`src/rtl/tinycpu_loader_pkg.sv`:
```
// Shared definitions for the tinyCPU serial program loader: sync byte, FSM encodings
// and the UART baud divisor helper.
package tinycpu_loader_pkg;

  localparam logic [7:0] LOADER_SYNC_BYTE = 8'hA5;

  typedef enum logic [2:0] {
    ST_IDLE = 3'd0,
    ST_LEN  = 3'd1,
    ST_DATA = 3'd2,
    ST_CSUM = 3'd3,
    ST_DONE = 3'd4,
    ST_ERR  = 3'd5
  } loader_state_t;

  typedef enum logic [1:0] {
    RX_IDLE  = 2'd0,
    RX_START = 2'd1,
    RX_DATA  = 2'd2,
    RX_STOP  = 2'd3
  } rx_state_t;

  // Clocks per UART bit; callers keep CLK_HZ/BAUD >= 16.
  function automatic int unsigned calc_div(input int unsigned clk_hz, input int unsigned baud);
    return clk_hz / baud;
  endfunction

endpackage

```
`src/rtl/uart_rx_byte.sv`:
```
// 8N1 UART receiver: 2-FF synchroniser, mid-bit sampling, one-clk byte/frame-error pulses.
module uart_rx_byte
  import tinycpu_loader_pkg::*;
#(
  parameter int unsigned DIV = 16
) (
  input  logic       clk,
  input  logic       rstn,
  input  logic       uart_rx_i,
  output logic [7:0] byte_o,
  output logic       byte_valid_o,
  output logic       frame_err_o
);

  localparam int unsigned CNT_W = $clog2(DIV);
  localparam logic [CNT_W-1:0] HALF_M1 = CNT_W'(DIV / 2 - 1);
  localparam logic [CNT_W-1:0] FULL_M1 = CNT_W'(DIV - 1);

  logic [1:0]       r_sync;
  logic             r_prev;
  logic             w_rx;
  rx_state_t        r_state, w_state_n;
  logic [CNT_W-1:0] r_cnt, w_cnt_n;
  logic [2:0]       r_bit, w_bit_n;
  logic [7:0]       r_shift, w_shift_n;
  logic [7:0]       w_byte_n;
  logic             w_valid_n, w_ferr_n;

  assign w_rx = r_sync[1];

  always_ff @(posedge clk or negedge rstn) begin
    if (!rstn) begin
      r_sync       <= 2'b11;
      r_prev       <= 1'b1;
      r_state      <= RX_IDLE;
      r_cnt        <= '0;
      r_bit        <= '0;
      r_shift      <= '0;
      byte_o       <= '0;
      byte_valid_o <= 1'b0;
      frame_err_o  <= 1'b0;
    end else begin
      r_sync       <= {r_sync[0], uart_rx_i};
      r_prev       <= w_rx;
      r_state      <= w_state_n;
      r_cnt        <= w_cnt_n;
      r_bit        <= w_bit_n;
      r_shift      <= w_shift_n;
      byte_o       <= w_byte_n;
      byte_valid_o <= w_valid_n;
      frame_err_o  <= w_ferr_n;
    end
  end

  // Start bit is re-checked at half a bit; a short low glitch falls back to idle.
  always_comb begin
    w_state_n = r_state;
    w_cnt_n   = r_cnt + 1'b1;
    w_bit_n   = r_bit;
    w_shift_n = r_shift;
    w_byte_n  = byte_o;
    w_valid_n = 1'b0;
    w_ferr_n  = 1'b0;
    case (r_state)
      RX_IDLE: begin
        w_cnt_n = '0;
        if (r_prev && !w_rx) w_state_n = RX_START;
      end
      RX_START: begin
        if (r_cnt == HALF_M1) begin
          w_cnt_n   = '0;
          w_bit_n   = '0;
          w_state_n = w_rx ? RX_IDLE : RX_DATA;
        end
      end
      RX_DATA: begin
        if (r_cnt == FULL_M1) begin
          w_cnt_n   = '0;
          w_shift_n = {w_rx, r_shift[7:1]};
          w_bit_n   = r_bit + 1'b1;
          if (r_bit == 3'd7) w_state_n = RX_STOP;
        end
      end
      RX_STOP: begin
        if (r_cnt == FULL_M1) begin
          w_cnt_n   = '0;
          w_state_n = RX_IDLE;
          if (w_rx) begin
            w_valid_n = 1'b1;
            w_byte_n  = r_shift;
          end else begin
            w_ferr_n = 1'b1;
          end
        end
      end
      default: w_state_n = RX_IDLE;
    endcase
  end

endmodule

```
`src/rtl/imem_uart_loader.sv`:
```
// UART instruction-memory loader: frame FSM and little-endian word assembly.
// Optional trailing XOR checksum enabled by `define IMEM_LOADER_CSUM_EN.
module imem_uart_loader
  import tinycpu_loader_pkg::*;
#(
  parameter int unsigned CLK_HZ = 100_000_000,
  parameter int unsigned BAUD   = 115200,
  parameter int unsigned ADDR_W = 6,
  parameter int unsigned DEPTH  = 64
) (
  input  logic              clk,
  input  logic              rstn,
  input  logic              uart_rx_i,
  input  logic              load_en_i,
  output logic              we_o,
  output logic [ADDR_W-1:0] waddr_o,
  output logic [31:0]       wdata_o,
  output logic              busy_o,
  output logic              done_o,
  output logic              err_o,
  output logic [ADDR_W:0]   word_cnt_o
);

  localparam int unsigned DIV   = calc_div(CLK_HZ, BAUD);
  localparam int unsigned CNT_W = ADDR_W + 1;
  localparam logic [8:0]  DEPTH_LIM = 9'(DEPTH);

  logic [7:0] w_rx_byte;
  logic       w_rx_valid, w_rx_ferr;

  uart_rx_byte #(.DIV(DIV)) u_rx (
    .clk          (clk),
    .rstn         (rstn),
    .uart_rx_i    (uart_rx_i),
    .byte_o       (w_rx_byte),
    .byte_valid_o (w_rx_valid),
    .frame_err_o  (w_rx_ferr)
  );

  loader_state_t     r_state, w_state_n;
  logic [CNT_W-1:0]  r_len, w_len_n;
  logic [CNT_W-1:0]  w_wcnt_n;
  logic [1:0]        r_bidx, w_bidx_n;
  logic [23:0]       r_shift, w_shift_n;
  logic              w_we_n, w_busy_n, w_done_n, w_err_n;
  logic [ADDR_W-1:0] w_waddr_n;
  logic [31:0]       w_wdata_n;
`ifdef IMEM_LOADER_CSUM_EN
  logic [7:0]        r_csum, w_csum_n;
`endif

  always_ff @(posedge clk or negedge rstn) begin
    if (!rstn) begin
      r_state    <= ST_IDLE;
      r_len      <= '0;
      r_bidx     <= '0;
      r_shift    <= '0;
      we_o       <= 1'b0;
      waddr_o    <= '0;
      wdata_o    <= '0;
      busy_o     <= 1'b0;
      done_o     <= 1'b0;
      err_o      <= 1'b0;
      word_cnt_o <= '0;
`ifdef IMEM_LOADER_CSUM_EN
      r_csum     <= '0;
`endif
    end else begin
      r_state    <= w_state_n;
      r_len      <= w_len_n;
      r_bidx     <= w_bidx_n;
      r_shift    <= w_shift_n;
      we_o       <= w_we_n;
      waddr_o    <= w_waddr_n;
      wdata_o    <= w_wdata_n;
      busy_o     <= w_busy_n;
      done_o     <= w_done_n;
      err_o      <= w_err_n;
      word_cnt_o <= w_wcnt_n;
`ifdef IMEM_LOADER_CSUM_EN
      r_csum     <= w_csum_n;
`endif
    end
  end

  always_comb begin
    w_state_n = r_state;
    w_len_n   = r_len;
    w_bidx_n  = r_bidx;
    w_shift_n = r_shift;
    w_we_n    = 1'b0;
    w_waddr_n = waddr_o;
    w_wdata_n = wdata_o;
    w_busy_n  = busy_o;
    w_done_n  = done_o;
    w_err_n   = err_o;
    w_wcnt_n  = word_cnt_o;
`ifdef IMEM_LOADER_CSUM_EN
    w_csum_n  = r_csum;
`endif
    case (r_state)
      ST_IDLE: begin
        if (w_rx_valid && (w_rx_byte == LOADER_SYNC_BYTE) && load_en_i) begin
          w_state_n = ST_LEN;
          w_busy_n  = 1'b1;
          w_done_n  = 1'b0;
          w_err_n   = 1'b0;
          w_wcnt_n  = '0;
          w_bidx_n  = '0;
`ifdef IMEM_LOADER_CSUM_EN
          w_csum_n  = '0;
`endif
        end
      end
      ST_LEN, ST_DATA, ST_CSUM: begin
        // Abort and framing errors win over any byte arriving in the same cycle.
        if (!load_en_i || w_rx_ferr) begin
          w_state_n = ST_ERR;
        end else if (w_rx_valid) begin
          case (r_state)
            ST_LEN: begin
              if ((w_rx_byte == 8'h00) || ({1'b0, w_rx_byte} > DEPTH_LIM)) begin
                w_state_n = ST_ERR;
              end else begin
                w_len_n   = CNT_W'(w_rx_byte);
                w_state_n = ST_DATA;
              end
            end
            ST_DATA: begin
              w_shift_n = {w_rx_byte, r_shift[23:8]};
              w_bidx_n  = r_bidx + 1'b1;
`ifdef IMEM_LOADER_CSUM_EN
              w_csum_n  = r_csum ^ w_rx_byte;
`endif
              if (r_bidx == 2'd3) begin
                w_we_n    = 1'b1;
                w_waddr_n = word_cnt_o[ADDR_W-1:0];
                w_wdata_n = {w_rx_byte, r_shift};
                w_wcnt_n  = word_cnt_o + 1'b1;
                if (w_wcnt_n == r_len) begin
`ifdef IMEM_LOADER_CSUM_EN
                  w_state_n = ST_CSUM;
`else
                  w_state_n = ST_DONE;
`endif
                end
              end
            end
`ifdef IMEM_LOADER_CSUM_EN
            ST_CSUM: w_state_n = (w_rx_byte == r_csum) ? ST_DONE : ST_ERR;
`endif
            default: w_state_n = ST_ERR;
          endcase
        end
      end
      ST_DONE: begin
        w_done_n  = 1'b1;
        w_err_n   = 1'b0;
        w_busy_n  = 1'b0;
        w_state_n = ST_IDLE;
      end
      ST_ERR: begin
        w_err_n   = 1'b1;
        w_done_n  = 1'b0;
        w_busy_n  = 1'b0;
        w_state_n = ST_IDLE;
      end
      default: w_state_n = ST_IDLE;
    endcase
  end

endmodule

```
`config.mk`:
```
export PLATFORM = sky130hd
export DESIGN_NAME = imem_uart_loader
export DESIGN_NICKNAME = d
export VERILOG_FILES = /design/src/rtl/tinycpu_loader_pkg.sv /design/src/rtl/uart_rx_byte.sv /design/src/rtl/imem_uart_loader.sv
export SDC_FILE = /design/constraint.sdc
export NUM_CORES = 1
export LEC_CHECK = 0
export CORE_ASPECT_RATIO = 0.8
export CORE_MARGIN = 2
export CORE_UTILIZATION = 60
export CTS_CLUSTER_DIAMETER = 80
export DETAILED_ROUTE_END_ITERATION = 8
export PLACE_DENSITY = 0.84
export RECOVER_POWER = 100
export SETUP_SLACK_MARGIN = 0.3
export SLEW_MARGIN = 15
export SYNTH_ARGS = -nofsm -noshare
export SYNTH_HDL_FRONTEND = slang
export SYNTH_SLANG_ARGS = --single-unit
```
`constraint.sdc`:
```
create_clock -name clk -period 3.06 [get_ports clk]
set_input_delay 0.612 -clock clk [delete_from_list [all_inputs] [get_ports clk]]
set_output_delay 0.612 -clock clk [all_outputs]
set_load 0.01 [all_outputs]
```
Word-level counts from Yosys, hierarchy flattened
Cells that the tools add are included.

Bits in registers: 121. Input bits: 4. Output and inout port bits: 49. Logic and storage cells: 131.

Add/sub/neg operators: 4. $lt $le $gt $ge: 1. Eq/ne operators: 27. Mux-type cells: 48. Bitwise operators: 2. Reductions and logical operators: 29.

Operator list (number): $mux 7 (5); $pmux 10 s3 (1); $mux 3 (8); $mux 10 (2); $mux 2 (10); $reduce_and 5->1 (4); $pmux 3 s2 (3); $pmux 7 s2 (1); $mux 1 (13); $ne 2x1->1 const B (6); $add 10x1->10 const B (1); $eq 10x10->1 const B (1); $eq 10x9->1 const B (1); $eq 3x3->1 const B (3); $eq 8x8->1 const B (1); $gt 8x7->1 const B (1); $logic_not 8->1 (1); $ne 2x2->1 const B (4); $ne 4x4->1 const B (2); $pmux 2 s4 (1); $reduce_and 4->1 (2); $add 7x1->7 const B (1); $eq 7x7->1 (1); $eq 2x2->1 const B (3); 22 further kinds (35).

Depth between registers and ports, before layout
Gate-level depths: netlist of the first run.

Depth after elaboration: 8. Mapped depth: 7. Depth with buffers taken out: 7.

Cells and area by module
Synthesis of the first run repeated with hierarchy kept, for this count alone.

Cell total of the unflattened synthesis: 446. Area total of the unflattened synthesis: 5362.6 um^2.

Modules (own cells, without submodules): imem_uart_loader (times used 1, cells each 320, area an instance 3697.3 um^2, seq. area each 2127.0 um^2); uart_rx_byte (times used 1, cells each 126, area an instance 1665.3 um^2, seq. area each 904.6 um^2).

Worst setup path after synthesis of the first run
Ideal clock, no wire load.

Path kind: register to register. From: register u_rx.byte_o[1]. To: register r_len[0]. Library setup time: 0.125 ns. Data arrival time: 1.810 ns. Setup slack: 1.125 ns. Cell stages (with the launch flop): 6. Clock period less this slack: 1.935 ns. Path through: dfrtp_1 -> or3_4 -> nor4_4 -> xor2_2 -> nor3b_4 -> mux2_2.

Cells in the longest elaborated chain, start to end: 4. Elaborated cells between the ends (all ways): 5.

RTL lines: start, declared (line uart_rx_byte.sv:10) `output logic [7:0] byte_o,`; start signal, assigned (line uart_rx_byte.sv:49) `byte_o <= w_byte_n;`; $gt 8x7->1 or $logic_not 8->1 (tied branches) (line imem_uart_loader.sv:122) `if ((w_rx_byte == 8'h00) || ({1'b0, w_rx_byte} > DEPTH_LIM)) begin`; $logic_or 1x1->1 (*) (line imem_uart_loader.sv:122); $not 1->1 (no source line) (*); $reduce_and 5->1 (no source line) (*); end signal, assigned (line imem_uart_loader.sv:70) `r_len <= w_len_n;`; end, declared (line imem_uart_loader.sv:41) `logic [CNT_W-1:0] r_len, w_len_n;`.

Mark *: on every way between the ends. The rest lies on a longest branch, timed or not. A chain may end at the register's enable or synchronous reset.

Worst setup path in the final report of the first run
From: register u_rx.byte_o[3]. To: register r_len[1].

The elaborated chain is that of the path after synthesis.

==> impl_metrics.yaml, run 1 <==
timing:
  finalSetupViolCount: 0
  min_period_over_period_pct: 83.3
  rsz0062_at_grt: "no"
  slew_viol_final: 40
  relSlewSlack_pct: -36.5
  fin_tns_setup_ns: 0
  clock.fmax_mhz: 392
  worst_pin_slew_ns: 2.05
  min_period_ns: 2.55
  finClkSkew_ns: 0.00916
  fin_hold_ws_ns: 0.364
  hold_viol: 0
clock_network:
  post_cts_buffers: 0
  clkTransAtPathRegs_ns: 0.06
  cts_hold_buf: 0
  numCtsBuffers: 17
  h-tree-depth: 4
  cts_tree: "built"
  cts.sinks: 121
  cts_buffer_depth: 2
  post_cts_resize_count: 0
  clk_latency_ns: 0.51
  clock-root-buffer: "clkbuf_8"
layout:
  layout_commonest_cell: "nand2_1"
  drive_gt1_share_pct: 15.6
  most-common-layout-cells: "nand2_1, dfrtp_1, dlygate4sd3_1"
  nets: 528
  area_growth_pct: 21.6
  diodes: 0
  final_util_pct: 74.6
  final_cells: 643
synth:
  synthesis.nets: 467
  synth.avg_cell_area_sq_um: 11.3
  synth_edf_count: 0
  ys_async_sr_fraction_pct: 100
  ys_seq_elements: 121
  ys.flop_type: "dfrtp_1"
  syn_area_sq_mm: 0.00516
  synth_mux_area_share_pct: 10.8
  synth_cell_types: 54
  yosysSeqAreaShare_pct: 58.8
  synth-xor-area-share_pct: 3.20
  synth_compound_area_share_pct: 5.19
  synth_top_family_by_area: "simple AND/OR/NAND/NOR gates"
  synthAdderAreaFrac_pct: 1.45
  synthSimpleGateAreaFrac_pct: 18.9
  syn-instance-count: 457
  yosys_warnings: 0
pwr:
  vdd_drop_max_v: 0.000553
  powerDensity_mw_per_mm2: 621
  p_leak_nw: 3.26
floorplan:
  fp-row-count: 30
  core_sq_mm: 0.00841
  die_area_sq_mm: 0.00936
  dieWidth_microns: 108
  pin_count: 53
  start_util_pct: 61.4
  fp.dieH_microns: 86.9
worst_setup_path:
  cp_cell_sequence: "or3_1 -> nor4_1 -> xor2_2 -> nor3b_2 -> mux2_2"
  start_kind: "register"
  r2r_start: "u_rx.byte_o[3]$_DFFE_PN0P_"
  crit_family: "simple AND/OR/NAND/NOR gates"
  r2r-end: "r_len[1]$_DFFE_PN0P_"
  reg2reg_depth: 5
  cp.required_ns: 3.45
  cp_slowest_cell: "nor3b_2"
  critPathMaxFanout: 8
  max_stage_delay_ns: 0.63
  critPathBufInv: 0
  worstSetupEndpointType: "register"
  worstSetupPathType: "register to register"
  r2r_slack_ns: 0.51
  crit_arrival_ns: 2.94
routing:
  drc: 0
  antenna_left: 0
  drt-initial-drc-count: 166
  dr.pass1.iters: 4
  via_count: 3641
  drt-vias-per-instance: 5.66
  drt_wl_total_mm: 10.8
  routedWlPerCell_microns: 16.9
hold_path:
  hold_path_class: "register to register"
  min_from: "u_rx.r_sync[0]$_DFF_PN1_"
  hold_end: "u_rx.r_sync[1]$_DFF_PN1_"
  min_path_cells: 0
placed_design:
  dpl.cell_count: 611
  finalWeightedCongestion: 0.909
  io_buffers: 52
  post-dp-hpwl_mm: 7.03
run:
  drv_cap: 1
global_routing:
  overflow: 0
  groute.usage.overall_pct: 25.4
  grt_pass1_wl_mm: 18.2
  grt_pass1_vias: 3749
  antenna_found_initial: 0
  grt_max_degree: 52
outcome:
  violations: "capacitance limit, slew limit"
  status: "finished, violations left"
state kept, by name, indices dropped and copies added (netlist names), named ones only:
register / flops
r_shift: 24
u_rx.r_prev: 1
u_rx.r_bit: 3
r_len: 7
err_o: 1
u_rx.r_state: 1
u_rx.r_sync: 2
busy_o: 1
we_o: 1
u_rx.byte_o: 8
u_rx.r_cnt: 10
waddr_o: 6
r_state: 3
r_bidx: 2
u_rx.r_shift: 8
u_rx.byte_valid_o: 1
wdata_o: 32
word_cnt_o: 7
done_o: 1
u_rx.frame_err_o: 1
cell families after synthesis:
family	count (synthesis)
mux	47
compound gates	40
simple gates	205
flops	121
xor+xnor	18
buf+inv	20
fa+ha+maj	6
per-stage QoR:
stage	setup slack (ns)	power [W]	cell area (sq um)
2_1_floorplan	1.13	0.00193	5160
6_report	0.511	0.00390	6270
4_1_cts	0.789	0.00394	6380
3_5_place_dp	0.453	0.00204	5800
3_3_place_gp	0.550	0.00202	5800
5_1_grt	0.375	0.00403	6270
report_power, final:
part	internal [W]	switching (W)	leakage [nW]
combinational	0.000113	0.000131	1.33
sequential	0.00167	0.0000804	1.66
clock	0.00118	0.000721	0.273
total	0.00296	0.000933	3.26
per-layer routing:
layer	track usage, %	share of wire, %
met2	43.5	52
met1	31.5	42
met4	11.2	2.3
met3	5.39	4.2
met5	0	0
worst register-to-register path: stages (launching register included):
cell and delay (ns):
dfrtp_1 0.46, or3_1 0.41, nor4_1 0.36, xor2_2 0.15, nor3b_2 0.63, mux2_2 0.42
final cells by class:
type                       count  area [sq um]
multi-input combinational    316          1940
inverter                       5          18.8
timing repair buffer          57           562
tap                          112           140
clock buffer                  18           428
clock inverter                14           149
fill                         557          2130
sequential                   121          3030
how the worst max path moves through the flow:
stage                               startpoint                       to  cells after the start
finish              u_rx.byte_o[3]$_DFFE_PN0P_     r_len[1]$_DFFE_PN0P_                      5
global route                         load_en_i  r_shift[19]$_DFFE_PN0P_                      5
CTS                  word_cnt_o[0]$_DFFE_PN0P_            word_cnt_o[0]                      1
detailed placement                   load_en_i  r_shift[17]$_DFFE_PN0P_                      5
global placement                     load_en_i   r_shift[0]$_DFFE_PN0P_                      5
floorplan           u_rx.byte_o[1]$_DFFE_PN0P_     r_len[0]$_DFFE_PN0P_                      5
Yosys cell counts, drive strengths merged (4+ instances only):
library cell    n  area (sq um)
a21oi           4          20.0
and3            8          50.1
buf             5          30.0
clkbuf         10          37.5
dfrtp         118          2950
ha              6          75.1
inv             4          15.0
mux2           47           559
nand2         125           474
nand2b          4          25.0
nand3           8          40.0
nor2           30           113
nor3            6          35.0
nor4            4          55.1
o21ai          17          85.1
xnor2          13           114
xor2            5          51.3
Note: power is estimated with default switching activity, not from simulation.
==> inputs of run 2 (changes only) <==
Settings changed: CORE_UTILIZATION 60 to 56, PLACE_DENSITY 0.84 to 0.79.
Clock period 3.06 ns to 2.6 ns, I/O delays scaled along.
==> run 2 against run 1 <==
Effect of this change:
- the flow now finishes without violations
- core utilization fell by 4.7 points
- global-route usage fell by 3.0 points
- hold slack got worse by 0.016 ns
- sequential cell count did not move
- first-iteration DRC count rose by 22%
- register-to-register slack got worse by 0.12 ns
- design area rose by 0.22%
- clock skew fell by 0.0020 ns
- non-clock buffer count rose by 4
- final cell count rose by 1.1%
- sequential power rose by 18%
- largest power group unchanged
- highest routed layer unchanged
==> impl_metrics.yaml, run 2 (same netlist as run 1, synthesis figures left out) <==
outcome:
  status: "complete, no violations"
global_routing:
  antenna_found_initial: 0
  gr-max-usage-layer: "met2"
  groute.usage.overall_pct: 22.5
  grt_pass1_vias: 3627
  overflow: 0
  use_met2_pct: 36.0
  grt_max_degree: 50
  grt_use_met3_pct: 6.41
  grtUsageMet1_pct: 29.3
  grt_pass1_wl_mm: 17.6
placed_design:
  io_buffers: 52
  finalWeightedCongestion: 0.877
  post-dp-hpwl_mm: 6.98
worst_setup_path:
  r2r_slack_ns: 0.39
  start_kind: "primary input"
  cp.required_ns: 2.94
  worstSetupPathType: "primary input to register"
  critPathMaxFanout: 19
  worstSetupEndpointType: "register"
  crit_arrival_ns: 2.64
layout:
  nets: 532
  most-common-layout-cells: "nand2_1, dfrtp_1, dlygate4sd3_1"
  final_util_pct: 69.9
  largest_reg_flops: 32
  diodes: 0
  top_register: "wdata_o"
  drive_gt1_share_pct: 15.5
  area_growth_pct: 21.8
  reg.largest.list: "wdata_o x32, r_shift x24, u_rx.r_cnt x10"
  layout_commonest_cell: "nand2_1"
clock_network:
  post_cts_resize_count: 0
  clk_latency_ns: 0.41
  cts.sinks: 121
  clock-root-buffer: "clkbuf_16"
  cts_buffer_depth: 2
  h-tree-depth: 4
  clkTransAtPathRegs_ns: 0.05
  cts_hold_buf: 0
  post_cts_buffers: 0
  numCtsBuffers: 17
  cts_tree: "built"
run:
  drv_cap: 0
routing:
  routedWlPerCell_microns: 16.0
  antenna_left: 0
  drt-vias-per-instance: 5.56
  drt_wl_total_mm: 10.4
  dr.pass1.iters: 5
  drc: 0
  drt-initial-drc-count: 202
  via_count: 3617
pwr:
  finalPower_w: 0.00450
  p_int_w: 0.00346
  powerDensity_mw_per_mm2: 715
  p_clk_share_pct: 47.9
  vdd_drop_max_v: 0.000546
  p_leak_nw: 3.30
  p_sw_w: 0.00104
  seq_power_share_pct: 46.0
  power_frac_comb_pct: 6.1
  switching_share_pct: 23.0
timing:
  relSlewSlack_pct: 21.5
  fin_tns_setup_ns: 0
  clock.fmax_mhz: 436
  worst_pin_slew_ns: 1.18
  min_period_ns: 2.29
  min_period_over_period_pct: 88.2
  finClkSkew_ns: 0.00716
  slew_viol_final: 0
  finalSetupViolCount: 0
  rsz0062_at_grt: "no"
  hold_viol: 0
floorplan:
  start_util_pct: 57.3
  die_area_sq_mm: 0.0100
  fp.dieH_microns: 89.9
  dieWidth_microns: 111
  pin_count: 53
  core_sq_mm: 0.00900
  fp-row-count: 31
hold_path:
  hold_path_class: "primary input to async pin"
run 2: cell count changes in the layout (fill, tap and decap cells not counted), sizes merged:
| cell | before | now |
|---|---|---|
| buf | 4 | 3 |
| clkbuf | 20 | 33 |
| clkinv | 8 | 4 |
| clkinvlp | 4 | 3 |
| bufinv | 2 | 0 |
| inv | 5 | 4 |
run 2: metrics by stage:
step | setup slack (ns) | cell area, sq um | cells | hold slack, ns
4_1_cts | 0.417 | 6390 | 650 | 0.145
3_3_place_gp | 0.352 | 5830 | 618 | 0.346
6_report | 0.308 | 6290 | 650 | 0.348
3_5_place_dp | 0.324 | 5830 | 618 | 0.354
2_1_floorplan | 0.665 | 5160 | 457 | 0.224
5_1_grt | 0.166 | 6290 | 650 | 0.369
run 2: layout make-up:
| type | instances | area [sq um] |
|---|---|---|
| Multi-Input combinational cell | 316 | 1970 |
| Clock inverter | 6 | 37.5 |
| Clock buffer | 26 | 519 |
| Tap cell | 115 | 144 |
| Timing Repair Buffer | 61 | 564 |
| Inverter | 5 | 18.8 |
| Sequential cell | 121 | 3030 |
| Fill cell | 675 | 2710 |
run 2: worst paths after layout:
check                      cells past startpoint                      from                          end
min in group clk                               0  u_rx.r_sync[0]$_DFF_PN1_     u_rx.r_sync[1]$_DFF_PN1_
max                                            7                 load_en_i      wdata_o[26]$_DFFE_PN0P_
min reg2reg                                    0  u_rx.r_sync[0]$_DFF_PN1_     u_rx.r_sync[1]$_DFF_PN1_
max in group asynchronous                      2                      rstn      wdata_o[28]$_DFFE_PN0P_
max reg2reg                                    6   u_rx.r_cnt[0]$_DFF_PN0_  u_rx.r_shift[1]$_DFFE_PN0P_
min                                            1                      rstn       wdata_o[5]$_DFFE_PN0P_
run 2: power groups by stage:
stage	clock [W]	sequential, W	combinational, W
final	0.00216	0.00207	0.000275
after global routing	0.00229	0.00208	0.000316
after CTS	0.00219	0.00207	0.000304
after detailed placement	0	0.00210	0.000303
after global placement	0	0.00209	0.000290
after floorplan	0	0.00208	0.000191
run 2: worst max-delay path: stages:
cell	delay, ns
dlygate4sd3_1	0.60
and3b_1	0.18
nand4_1	0.21
clkinv_1	0.15
clkbuf_1	0.71
nand2_1	0.16
nand2_1	0.10
run 2: per-layer routing:
metal | vias to the layer above | share of wire [%]
met4 | 0 | 1.4
met3 | 16 | 4.3
met2 | 96 | 49
met1 | 1822 | 45
li1 | 1683 | -
met5 | - | 0
==> inputs of run 3 (changes only) <==
Settings changed: CORE_UTILIZATION 56 to 45, PLACE_DENSITY 0.79 to 0.66.
==> run 3 against run 2 <==
Effect of this change:
- total power up 1.3%
- non-clock buffer count fell by 2
- sequential power about the same
- hold slack lost 0.053 ns
- clock-buffer cell count is 2 lower
- clock skew is 0.0025 ns higher
- sequential cell count did not move
- first-iteration DRC count decreased by 24%
- worst setup slack improved by 0.026 ns
- highest routed layer unchanged
- final cell count grew 4.2%
- critical path depth is 2 lower
==> impl_metrics.yaml, run 3 (same netlist as run 1, synthesis figures left out) <==
outcome:
  status: "complete, no violations"
worst_setup_path:
  worstSetupEndpointType: "register"
  start_kind: "register"
  critPathMaxFanout: 8
  cp_cell_sequence: "or3_4 -> nor4_4 -> xor2_2 -> nor3b_2 -> mux2_2"
  startpoint: "u_rx.byte_o[1]$_DFFE_PN0P_"
  critPathBufInv: 0
  cp_slowest_cell: "nor3b_2"
  cp.required_ns: 2.88
  r2r_start: "u_rx.byte_o[1]$_DFFE_PN0P_"
  reg2reg_depth: 5
  crit_family: "simple AND/OR/NAND/NOR gates"
  worstSetupPathType: "register to register"
  crit_arrival_ns: 2.55
  max_stage_delay_ns: 0.56
  cp.depth: 5
timing:
  worst_slack_ns: 0.334
  fin_hold_ws_ns: 0.295
  clock.fmax_mhz: 441
  finalSetupViolCount: 0
  hold_viol: 0
  worst_pin_slew_ns: 1.04
  rsz0062_at_grt: "no"
  min_period_over_period_pct: 87.2
  relSlewSlack_pct: 30.4
  slew_viol_final: 0
  min_period_ns: 2.27
  finClkSkew_ns: 0.00970
  fin_tns_setup_ns: 0
routing:
  drt_wl_total_mm: 10.3
  routedWlPerCell_microns: 15.2
  drt-vias-per-instance: 5.17
  antenna_left: 0
  drc: 0
  via_count: 3502
  drt-initial-drc-count: 153
  dr.pass1.iters: 4
layout:
  layout_commonest_cell: "nand2_1"
  final_area_sq_mm: 0.00636
  area_growth_pct: 23.2
  top_register: "wdata_o"
  final_cells: 677
  seqCellArea_sq_mm: 0.00303
  diodes: 0
  reg.largest.list: "wdata_o x32, r_shift x24, u_rx.r_cnt x10"
  most-common-layout-cells: "nand2_1, dfrtp_1, dlygate4sd3_1"
  drive_gt1_share_pct: 16.7
  nets: 530
  largest_reg_flops: 32
  multi_input_comb_area_sq_mm: 0.00199
  num-fill-cells: 905
floorplan:
  die_area_sq_mm: 0.0123
  fp.dieH_microns: 99.8
  start_util_pct: 46.8
  fp-row-count: 34
  dieWidth_microns: 124
  pin_count: 53
  core_sq_mm: 0.0110
pwr:
  vdd_drop_max_v: 0.000562
  switching_share_pct: 22.5
  power_frac_comb_pct: 6.1
  p_leak_nw: 3.30
  p_sw_w: 0.00102
  seq_power_share_pct: 45.4
  p_clk_share_pct: 48.6
  p_int_w: 0.00353
  powerDensity_mw_per_mm2: 716
clock_network:
  post_cts_buffers: 0
  clkTransAtPathRegs_ns: 0.05
  cts_tree: "built"
  cts.sinks: 121
  post_cts_resize_count: 0
  h-tree-depth: 4
  clk_latency_ns: 0.41
  cts_hold_buf: 0
  numCtsBuffers: 17
  clock-root-buffer: "clkbuf_16"
  cts_buffer_depth: 2
placed_design:
  finalWeightedCongestion: 0.882
  dp_worst_setup_slack_ns: 0.233
  post-dp-hpwl_mm: 7.02
  io_buffers: 52
  dpl_cell_area_sq_mm: 0.00586
  dpl.cell_count: 645
hold_path:
  hold_path_class: "primary input to async pin"
global_routing:
  overflow: 0
  groute.usage.overall_pct: 18.3
  grt_pass1_vias: 3556
  antenna_found_initial: 0
  grt_max_degree: 57
  grt_pass1_wl_mm: 17.3
run:
  drv_cap: 0
==> run 3: cell count changes in the layout (fill, tap and decap cells not counted), moves of 2 or more <==
cell | previous run | this run
clkbuf_1 | 6 | 2
clkinv_2 | 3 | 6
clkinvlp_4 | 3 | 1
mux2_1 | 7 | 5
mux2_4 | 1 | 3
==> run 3: final cells by class <==
type                       instances  share of cell area [%]
timing repair buffer              59                    9.01
inverter                           5                   0.295
multi-input combinational        316                    31.2
clock buffer                      24                    7.89
sequential                       121                    47.7
clock inverter                     8                    1.06
tap                              144                    2.83
==> run 3: power by group through the flow <==
| stage | Clock (W) | Combinational [W] | Sequential, W |
|---|---|---|---|
| 2_1_floorplan | 0 | 0.000191 | 0.00208 |
| 3_3_place_gp | 0 | 0.000293 | 0.00209 |
| 3_5_place_dp | 0 | 0.000303 | 0.00210 |
| 4_1_cts | 0.00227 | 0.000304 | 0.00207 |
| 5_1_grt | 0.00236 | 0.000316 | 0.00208 |
| 6_report | 0.00221 | 0.000278 | 0.00207 |
==> run 3: stage by stage <==
step | utilization (%) | total power [W]
6_report | 57.7 | 0.00455
5_1_grt | 57.7 | 0.00475
4_1_cts | 58.3 | 0.00464
3_5_place_dp | 53.1 | 0.00240
3_3_place_gp | 53.1 | 0.00239
2_1_floorplan | - | 0.00227
==> run 3: final timing paths <==
kind	to	slack, ns
worst max register to register	r_len[4]$_DFFE_PN0P_	0.33
worst max-delay path	r_len[4]$_DFFE_PN0P_	0.33
worst min-delay path	wdata_o[14]$_DFFE_PN0P_	0.30
min in group clk	u_rx.r_sync[1]$_DFF_PN1_	0.36
max in group asynchronous	word_cnt_o[2]$_DFFE_PN0P_	1.13
worst min register to register	u_rx.r_sync[1]$_DFF_PN1_	0.36
==> run 3: worst register-to-register path, stage by stage, from the launching register on <==
cell and delay (ns):
dfrtp_1 0.45, or3_4 0.44, nor4_4 0.18, xor2_2 0.12, nor3b_2 0.56, mux2_2 0.40
==> run 3: per-layer routing <==
layer  track usage (%)  vias up  part of all wire (%)
met3              5.63       14                   4.8
met4              7.08        0                   1.8
met2              26.7       89                    45
met1              25.9     1717                    48
met5                 0        -                     0
li1                  -     1682                     -
